<file path="src/rtl/burst_ram_arbiter.sv">
// Two-port round-robin arbiter for a shared burst RAM: one full read or write burst per grant,
// with write-data streaming, read-data steering and a sticky read-timeout watchdog.
module burst_ram_arbiter #(
    parameter int DataBitWidth      = 64,
    parameter int AddressBitWidth   = 4,
    parameter int BurstDataCount    = 4,
    parameter int ReadTimeoutCycles = 64
) (
    input  logic                        clk,
    input  logic                        rst_n,

    input  logic                        m0_req,
    input  logic                        m0_cmd,
    input  logic [AddressBitWidth-1:0]  m0_addr,
    input  logic [DataBitWidth-1:0]     m0_wr_data,
    output logic                        m0_wr_taken,
    output logic [DataBitWidth-1:0]     m0_rd_data,
    output logic                        m0_rd_data_valid,
    output logic                        m0_grant,
    output logic                        m0_done,

    input  logic                        m1_req,
    input  logic                        m1_cmd,
    input  logic [AddressBitWidth-1:0]  m1_addr,
    input  logic [DataBitWidth-1:0]     m1_wr_data,
    output logic                        m1_wr_taken,
    output logic [DataBitWidth-1:0]     m1_rd_data,
    output logic                        m1_rd_data_valid,
    output logic                        m1_grant,
    output logic                        m1_done,

    output logic                        ram_cmd,
    output logic                        ram_cmd_en,
    output logic [AddressBitWidth-1:0]  ram_addr,
    output logic [DataBitWidth-1:0]     ram_wr_data,
    output logic [DataBitWidth/8-1:0]   ram_data_mask,
    input  logic [DataBitWidth-1:0]     ram_rd_data,
    input  logic                        ram_rd_data_valid,
    input  logic                        ram_init_calib,
    input  logic                        ram_busy,

    output logic                        ready,
    output logic                        error
);

    localparam int WCW = $clog2(BurstDataCount) + 1;
    localparam int TCW = $clog2(ReadTimeoutCycles) + 1;
    localparam logic [WCW-1:0] LAST_WORD = WCW'(BurstDataCount - 1);
    localparam logic [TCW-1:0] LAST_TICK = TCW'(ReadTimeoutCycles - 1);

    typedef enum logic [2:0] {
        S_INIT,
        S_IDLE,
        S_WRITE,
        S_READ,
        S_DONE
    } state_t;

    state_t state, state_nxt;

    logic                       owner;
    logic                       last_grant;
    logic                       issue;
    logic                       cmd_q;
    logic [AddressBitWidth-1:0] addr_q;
    logic                       error_q;
    logic [WCW-1:0]             word_cnt;
    logic [TCW-1:0]             tick_cnt;

    logic                       pick;
    logic                       start;
    logic                       sel_cmd;
    logic [AddressBitWidth-1:0] sel_addr;
    logic                       rd_valid_own;
    logic                       last_rd_word;
    logic                       timeout;
    logic                       bursting;

    // Request selection and burst progress decode
    always_comb begin
        pick         = (m0_req && m1_req) ? ~last_grant : m1_req;
        start        = (state == S_IDLE) && !ram_busy && (m0_req || m1_req);
        sel_cmd      = pick ? m1_cmd  : m0_cmd;
        sel_addr     = pick ? m1_addr : m0_addr;
        rd_valid_own = (state == S_READ) && ram_rd_data_valid;
        last_rd_word = rd_valid_own && (word_cnt == LAST_WORD);
        timeout      = (state == S_READ) && (tick_cnt == LAST_TICK) && !last_rd_word;
        bursting     = (state == S_WRITE) || (state == S_READ);
    end

    always_ff @(posedge clk or negedge rst_n) begin
        if (!rst_n) begin
            state <= S_INIT;
        end else begin
            state <= state_nxt;
        end
    end

    always_comb begin
        state_nxt = state;
        case (state)
            S_INIT:  if (ram_init_calib) state_nxt = S_IDLE;
            S_IDLE:  if (start) state_nxt = sel_cmd ? S_WRITE : S_READ;
            S_WRITE: if (word_cnt == LAST_WORD) state_nxt = S_DONE;
            S_READ:  if (last_rd_word || timeout) state_nxt = S_DONE;
            S_DONE:  state_nxt = S_IDLE;
            default: state_nxt = S_INIT;
        endcase
    end

    // last_grant resets to port 1 so that port 0 wins the first contested arbitration
    always_ff @(posedge clk or negedge rst_n) begin
        if (!rst_n) begin
            owner      <= 1'b0;
            last_grant <= 1'b1;
            issue      <= 1'b0;
            cmd_q      <= 1'b0;
            addr_q     <= '0;
            word_cnt   <= '0;
            tick_cnt   <= '0;
            error_q    <= 1'b0;
        end else begin
            issue <= start;
            if (start) begin
                owner      <= pick;
                last_grant <= pick;
                cmd_q      <= sel_cmd;
                addr_q     <= sel_addr;
                word_cnt   <= '0;
                tick_cnt   <= '0;
            end else begin
                if ((state == S_WRITE) || rd_valid_own) begin
                    word_cnt <= word_cnt + 1'b1;
                end
                if (state == S_READ) begin
                    tick_cnt <= tick_cnt + 1'b1;
                end
                if (timeout) begin
                    error_q <= 1'b1;
                end
            end
        end
    end

    always_comb begin
        m0_grant         = bursting && !owner;
        m1_grant         = bursting &&  owner;
        m0_done          = (state == S_DONE) && !owner;
        m1_done          = (state == S_DONE) &&  owner;
        m0_wr_taken      = (state == S_WRITE) && !owner;
        m1_wr_taken      = (state == S_WRITE) &&  owner;
        m0_rd_data_valid = rd_valid_own && !owner;
        m1_rd_data_valid = rd_valid_own &&  owner;
        m0_rd_data       = ram_rd_data;
        m1_rd_data       = ram_rd_data;
        ram_cmd          = cmd_q;
        ram_cmd_en       = issue;
        ram_addr         = addr_q;
        ram_wr_data      = owner ? m1_wr_data : m0_wr_data;
        ram_data_mask    = '0;
        ready            = (state != S_INIT);
        error            = error_q;
    end

endmodule

</file>
<file path="config.mk">
export PLATFORM = sky130hd
export DESIGN_NAME = burst_ram_arbiter
export DESIGN_NICKNAME = d
export VERILOG_FILES = /design/src/rtl/burst_ram_arbiter.sv
export SDC_FILE = /design/constraint.sdc
export NUM_CORES = 1
export LEC_CHECK = 0
export ABC_AREA = 1
export BUFFER_PORTS_ARGS = -buffer_cell sky130_fd_sc_hd__buf_4
export CAP_MARGIN = 15
export CORE_AREA = 2 2 168 170
export CTS_CLUSTER_DIAMETER = 200
export DETAILED_ROUTE_END_ITERATION = 8
export DIE_AREA = 0 0 170 172
export GPL_TIMING_DRIVEN = 0
export PLACE_DENSITY = 0.36
export SYNTH_ARGS = -nofsm -noshare
export SYNTH_HDL_FRONTEND = slang
export SYNTH_SLANG_ARGS = --single-unit
</file>
<file path="constraint.sdc">
create_clock -name clk -period 2 [get_ports clk]
set_input_delay 0.3 -clock clk [delete_from_list [all_inputs] [get_ports clk]]
set_output_delay 0.3 -clock clk [all_outputs]
set_load 0.02 [all_outputs]
</file>
==> results.md, run 1 <==
- The run finished with clean final reports.
- The via count of the routed design is 3917.
- By area the synthesized netlist is led by sky130_fd_sc_hd__buf_4, sky130_fd_sc_hd__nand2_1, sky130_fd_sc_hd__dfrtp_1.
- STA classifies the critical path endpoint as an output pin.
- TritonCTS built the clock tree.
- After detailed routing, the number of remaining DRC violations is 0.
- In this run the number of H-tree levels came out at 1.
- The number of antenna violations at the first check in global routing is 1.
- The number of ports placed on the die boundary is 425.
- The worst voltage drop across the vdd grid is 0.3858 mV.
- Port buffering added 352 buffers.
- The cell count after placement is 1192.
- The die outline area is 0.02924 mm2.
- Setup repair after global routing could not meet its margin everywhere.
- After routing, the total negative slack on setup checks comes to 0 ns.
- The HPWL after detailed placement is 16.66 mm.
- Global routing finished with a remaining overflow of 0.
- The cell taking the most area after synthesis is sky130_fd_sc_hd__buf_4.
- The average via count per standard cell is 3.267.
- Counting the buffers created by CTS gives 3.
- The final wirelength is 18.49 mm.
- The number of global-route vias before repair is 3708.
- The height of the chip is 172 um.
- In the final routed layout, each cell accounts on average for 15.42 um.
- The first detailed-routing pass ran for 4 iterations.
- The post-layout instance count excluding filler cells is 1199.
- The required time reported for the critical path endpoint is 1.70 ns.
- Between clock sinks in the finished design, the worst skew comes to 0.005171 ns.
- The later pin in the worst-skew pair is clocked with a latency of 0.25 ns.
- The number of fill cells is 3159.
- The largest driver fanout on the critical path is 10.
- Based on the critical path, the design can be clocked at up to 539.5 MHz.
- The antenna violation net count after detailed routing is 0.
- The start-to-end type of the worst setup path is reg -> out.
- The DRC violation total after the first TritonRoute iteration is 173.
- In the global route stage, overall resource usage came out at 0.1120.
- The starting density of the core is 0.1083.
- The count of state elements after synthesis is 22.
- Setup violations remaining at the end of the flow were counted as 0.
- The congestion estimate from routability-driven global placement came to 0.7292.
- The share of cells above drive strength 1 is 0.6169.
- The power density relative to cell area is 942.4 mW/mm2.
- By count the netlist is led by sky130_fd_sc_hd__nand2_1, sky130_fd_sc_hd__buf_4, sky130_fd_sc_hd__nor2_1.
- The floorplan has 61 rows.
- The total clock sinks is 22.
- The number of setup buffers added after CTS is 0.
- The number of maximum-capacitance constraint violations is 0.
- The share of synthesized area in the top cell type comes to 0.3431.
- From synthesis to final layout, the design area changed by 108.5%.
- In this run the mean area of a mapped cell was 6.110 um2.
- Before CTS, the worst setup slack after placement is 0.06348 ns.
- Of the available clock period, the critical path in the final layout requires 0.9268.
- During synthesis, Yosys emitted a total of 0 warnings.
- Setup slack closes at 0.1464 ns.
- The pin count of the biggest net entering global routing is 23.
- The static leakage is 3.636 nW.
- In the post-synthesis netlist, the cell with the most instances is sky130_fd_sc_hd__nand2_1.
- STA puts the critical path data arrival time at 1.55 ns.
- Yosys mapped a number of flops with a built-in enable equal to 0.
- The synthesized instance count is 487.
- The clock transition at the registers of the reported paths is 0.06 ns.
- The number of hold violations in the final report is 0.
- In this run the clock root is driven by a sky130_fd_sc_hd__clkbuf_16.
- The number of pins exceeding their max-slew limit in the final report is 0.
- The wire length of the first global-routing pass is 24.56 mm.
- After the last flow step, the layout net total stands at 1064.
- The most used flip-flop cell after synthesis is sky130_fd_sc_hd__dfrtp_1.
- The fraction of registers with async set or reset after synthesis is 1.000.
- The post-synthesis instance area is 0.002975 mm2.
- The deepest clock path buffer count is 2.
- The die width is 170 um.
- For this run, the register share of the synthesized area comes to 0.1854.
- The startpoint class of the critical path is a register.
- The worst hold path belongs to the class in -> reg.
- Subtracting the final worst setup slack from the clock period gives 1.854 ns.
- The total core area is 0.02748 mm2.
- The count of unique library cells instantiated by Yosys is 26.
area by class of cell:
type | instances | area (um2) | share of cell area
Antenna cell | 2 | 5.005 | 0.0008068
Sequential cell | 22 | 551.8 | 0.08895
Tap cell | 346 | 432.9 | 0.06979
Clock buffer | 4 | 78.83 | 0.01271
Timing Repair Buffer | 353 | 2653 | 0.4276
Inverter | 14 | 55.05 | 0.008875
Buffer | 153 | 1137 | 0.1833
Multi-Input combinational cell | 305 | 1290 | 0.2079
report_power, final:
| group | total, mW | switching, mW | internal (mW) |
|---|---|---|---|
| Combinational | 4.69 | 2.83 | 1.86 |
| Clock | 0.423 | 0.151 | 0.271 |
| Sequential | 0.734 | 0.124 | 0.610 |
layout by cell type (no fill, tap or decap), types with 3 or more instances in the layout:
cell and instances:
sky130_fd_sc_hd__nor2_1 28, sky130_fd_sc_hd__clkbuf_2 8, sky130_fd_sc_hd__nand2_1 220, sky130_fd_sc_hd__inv_2 3, sky130_fd_sc_hd__inv_1 10, sky130_fd_sc_hd__o21bai_1 3, sky130_fd_sc_hd__conb_1 8, sky130_fd_sc_hd__buf_6 4
sky130_fd_sc_hd__a21oi_1 10, sky130_fd_sc_hd__clkbuf_16 3, sky130_fd_sc_hd__ha_1 3, sky130_fd_sc_hd__nand3_1 10, sky130_fd_sc_hd__dfrtp_1 21, sky130_fd_sc_hd__o21ai_0 5, sky130_fd_sc_hd__nand2_2 5, sky130_fd_sc_hd__buf_4 489
state kept, by name (all words and copies together), names as in the netlist:
signal	cells
error	1
word_cnt	3
ram_cmd	1
ram_addr	4
last_grant	1
tick_cnt	7
ram_cmd_en	1
state	3
owner	1
logic make-up (layout without fill, tap and decap cells):
group,after synthesis,count (layout),share of synthesized area
DFF,22,22,0.1855
AOI/OAI and AO/OA,23,23,0.04416
and+or+nand+nor,270,270,0.3638
adders and majority gates,3,3,0.01262
other,1,10,0.001260
xor gates and xnor gates,1,1,0.002944
buffers and inverters,167,524,0.3898
per-layer routing:
metal	routed length, um	vias to the layer above	share of wire	global-route usage
li1	-	2072	-	-
met5	0	-	0	0
met4	126	0	0.0068	0.01189
met2	9173	163	0.50	0.1938
met1	7673	1676	0.42	0.1455
met3	1516	6	0.082	0.02770
per-stage QoR:
step	power (mW)	cell area [um2]	hold slack [ns]	utilization
after floorplan	3.257	3002	0.004409	-
after global placement	5.496	6077	0.2227	0.2212
after detailed placement	5.478	6077	0.2155	0.2212
after CTS	5.973	6185	0.3047	0.2251
after global routing	6.314	6198	0.3176	0.2256
final	5.846	6203	0.3095	0.2258
path summary, 6_finish.rpt:
kind	startpoint	end	slack, ns	cells past startpoint
setup / recovery	owner	ram_wr_data[40]	0.15	6
hold / removal	m1_addr[2]	ram_addr[2]	0.31	3
setup reg to reg	word_cnt[0]	state[0]	0.63	9
hold reg to reg	last_grant	last_grant	0.48	2
max in group asynchronous	rst_n	last_grant	1.24	2
min in group asynchronous	rst_n	error	0.48	2
timing repair:
item                                    CTS  global route
hold buffers                              1             0
endpoints found under the setup margin   41            29
resized for setup                        10             8
endpoints found under the hold margin    21             0
worst max-delay path: stages, from the launching register on:
cell                       delay, ns
sky130_fd_sc_hd__dfrtp_1        0.36
sky130_fd_sc_hd__buf_2          0.18
sky130_fd_sc_hd__inv_4          0.11
sky130_fd_sc_hd__clkbuf_2       0.26
sky130_fd_sc_hd__nand2_1        0.16
sky130_fd_sc_hd__nand2_1        0.09
sky130_fd_sc_hd__buf_4          0.14
No activity file was read; power rests on OpenSTA's default activity.
==> run 2, diff against run 1 <==
--- a/config.mk
+++ b/config.mk
@@ -13,7 +13,9 @@
 export DETAILED_ROUTE_END_ITERATION = 8
 export DIE_AREA = 0 0 170 172
 export GPL_TIMING_DRIVEN = 0
-export PLACE_DENSITY = 0.36
+export PLACE_DENSITY = 0.41
+export RECOVER_POWER = 50
+export SLEW_MARGIN = 20
 export SYNTH_ARGS = -nofsm -noshare
 export SYNTH_HDL_FRONTEND = slang
 export SYNTH_SLANG_ARGS = --single-unit
==> run 2 against run 1 <==
- design area fell by 6.3%
- power fell by 0.32%
- register-to-register slack barely moved
- via count rose by 3.5%
- highest routed layer unchanged
==> results.md, run 2 (synthesis results as in run 1) <==
- The most numerous cell type found on the critical path is sky130_fd_sc_hd__nand2_1.
- Across the run, the number of max-cap violations was 0.
- In this run the cell area measured after placement is 0.006077 mm2.
- In the routed layout, each cell is associated on average with a via count of 3.388.
- Setup repair after global routing left no endpoint under its margin.
- The slowest stage of the critical path is the sky130_fd_sc_hd__dfrtp_1 cell.
- The routed layout has 4055 vias.
- The final hold slack is 0.2966 ns.
- The number of global-route vias before repair is 3759.
- The minimum clock period is 1.865 ns.
- The startpoint identified for the worst register-to-register timing path is word_cnt[0].
- Prior to clock tree synthesis, the placed netlist has a worst setup slack of -0.01794 ns.
- In the finished design, the share of the clock period the worst path needs comes to 0.9326.
- The DRC violations left is 0.
- The tightest min-delay check is of the in -> reg type.
- The number of clock buffers added by TritonCTS is 3.
- The region available for standard cell placement spans 0.02748 mm2.
- For the final database, setup skew stands at 0.004623 ns.
- The number of pins exceeding their max-slew limit in the final report is 0.
- The combined global-route utilization of all metal layers is 0.1114.
- The die width is 170 um.
- The cell count of the worst hold path is 3.
- The number of rows created at floorplan is 61.
- In this run, placement finished with an instance count of 1192.
- Summing internal, switching and leakage power gives 5.827 mW.
- Walking the worst path, the cells encountered are clkbuf_4 -> buf_6 -> buf_2 -> nand2_1 -> nand2_1 -> buf_4.
- The number of optimization iterations in the first detailed-route pass is 4.
- The first routing iteration left 180 violations.
- The static leakage is 3.257 nW.
- The average wire per cell in the routed design is 15.54 um.
- The finished layout cell area is 0.005812 mm2.
- The worst setup path is captured at an output pin.
- The die covers 0.02924 mm2.
- Setup violations remaining at the end of the flow were counted as 0.
- The number of antenna violations at the first check in global routing was 1.
- The required time reported for the critical path endpoint is 1.70 ns.
- On the worst path, the slowest cell contributes a delay of 0.32 ns.
- The achievable clock frequency is 536.1 MHz.
- The start-to-end type of the worst setup path is reg -> out.
- The final weighted congestion in routability-driven placement is 0.7741.
- The source-to-sink clock delay at the later pin of the worst-skew pair is 0.26 ns.
- Power spread over the standard cell area amounts to 1003 mW/mm2.
- The overflow left after global routing is 0.
- The antenna violation net count after detailed routing is 0.
- The wire-length estimate of the detail-placed layout is 16.64 mm.
- Clock-pin slew was measured on the worst setup and hold paths at 0.06 ns.
- The library cell used most frequently in the layout, excluding fill and tap cells, is sky130_fd_sc_hd__buf_4.
- The setup check on the worst reg-to-reg path leaves a slack of 0.62 ns.
- The worst-case setup margin in the final layout is 0.1348 ns.
- The cell count of the worst reg-to-reg path is 9.
- For this configuration, the core starts out at a cell density of 0.1083.
- The root cell of the clock tree is sky130_fd_sc_hd__clkbuf_16.
- The height of the chip is 172 um.
- The number of setup buffers added after CTS is 0.
- The post-layout instance count excluding filler cells is 1197.
- Data on the critical path arrives at its endpoint at 1.57 ns.
- 425 I/O pins were placed.
- The startpoint of the tightest hold check path is m1_addr[0].
- The relative area change from synthesis to final layout is 95.33%.
- The pin count of the biggest net entering global routing is 23.
- Counting every sink on the clock net gives 22.
- Of all nets on the critical path, the largest fanout is 10.
- CTS built an H-tree with a depth of 1.
- The worst setup path is launched from a register.
- In this run the tightest slew margin relative to its limit is 0.1213.
- The first global-routing pass estimated 24.47 mm of wire.
- The register with the most flip-flops in the layout has 7 of them.
- The number of hold violations in the final report is 0.
- The number of I/O port buffers is 352.
- TritonCTS built the clock tree.
- The final wirelength is 18.60 mm.
- Leaving out fill and tap cells, the most frequent cells in the layout are sky130_fd_sc_hd__buf_4, sky130_fd_sc_hd__nand2_1, sky130_fd_sc_hd__clkbuf_1, sky130_fd_sc_hd__nor2_1, sky130_fd_sc_hd__dfrtp_1.
- Of the cells placed in the final design, the portion with a size suffix greater than 1 is 0.4941.
- The worst voltage drop across the vdd grid is 0.4757 mV.
- At the pin with the least slew margin, the transition time is 1.318 ns.
- The count of nets after finishing is 1063.
- The hold-critical path endpoint is ram_addr[0].
- In this run the critical register-to-register path is captured at state[0].
- Counting along the longest clock path gives a buffer depth of 2.
- The flow ran to the end, and the final reports show no timing, DRC or antenna violations.
- The register with the most flip-flops in the final layout is tick_cnt.
-- run 2: cell types whose count changed in the layout (fill, tap and decap cells not counted), sizes merged --
cell    delta
buf      -106
diode      -1
clkbuf   +105
-- run 2: worst max-delay path by stage --
stage | startpoint | to | cells after the start
after CTS | owner | ram_wr_data[42] | 6
after detailed placement | owner | ram_wr_data[47] | 7
after global routing | owner | ram_wr_data[21] | 6
after floorplan | owner | ram_wr_data[47] | 6
final | owner | ram_wr_data[46] | 6
after global placement | owner | ram_wr_data[47] | 7
-- run 2: timing repair --
| action | CTS | global route |
|---|---|---|
| setup endpoints to repair | 62 | 30 |
| endpoints found under the hold margin | 21 | 0 |
| hold buffers | 1 | 0 |
| resized for setup | 13 | 6 |
-- run 2: stage by stage --
| stage | utilization | TNS, ns |
|---|---|---|
| after floorplan | - | 0 |
| after global placement | 0.2212 | -0.08137 |
| after detailed placement | 0.2212 | -0.01794 |
| after CTS | 0.2257 | 0 |
| after global routing | 0.2115 | 0 |
| final | 0.2115 | 0 |
-- run 2: layout make-up --
class | instances | area [um2]
Fill cell | 3262 | 21660
Timing Repair Buffer | 353 | 2258
Multi-Input combinational cell | 305 | 1290
Buffer | 152 | 1132
Sequential cell | 22 | 551.8
Tap cell | 346 | 432.9
Clock buffer | 4 | 88.84
Inverter | 14 | 55.05
Antenna cell | 1 | 2.502
-- run 2: report_power, final --
group	leakage, nW	total (mW)	internal [mW]	switching (mW)
clock	0.0442	0.477	0.306	0.172
sequential	0.272	0.734	0.609	0.125
combinational	2.94	4.62	1.76	2.86
-- run 2: per-layer routing --
layer / GRT usage / wire [um]
met1: 0.1476 / 7934
met2: 0.1961 / 9182
met3: 0.01717 / 1323
met4: 0.01412 / 159
met5: 0 / 0
-- run 2: worst max-delay path: cells and delay by family, from the launching register on --
kind                   cells  cell delay [ns]
and+or+nand+nor            2             0.18
DFF                        1             0.32
buffers and inverters      4             0.80
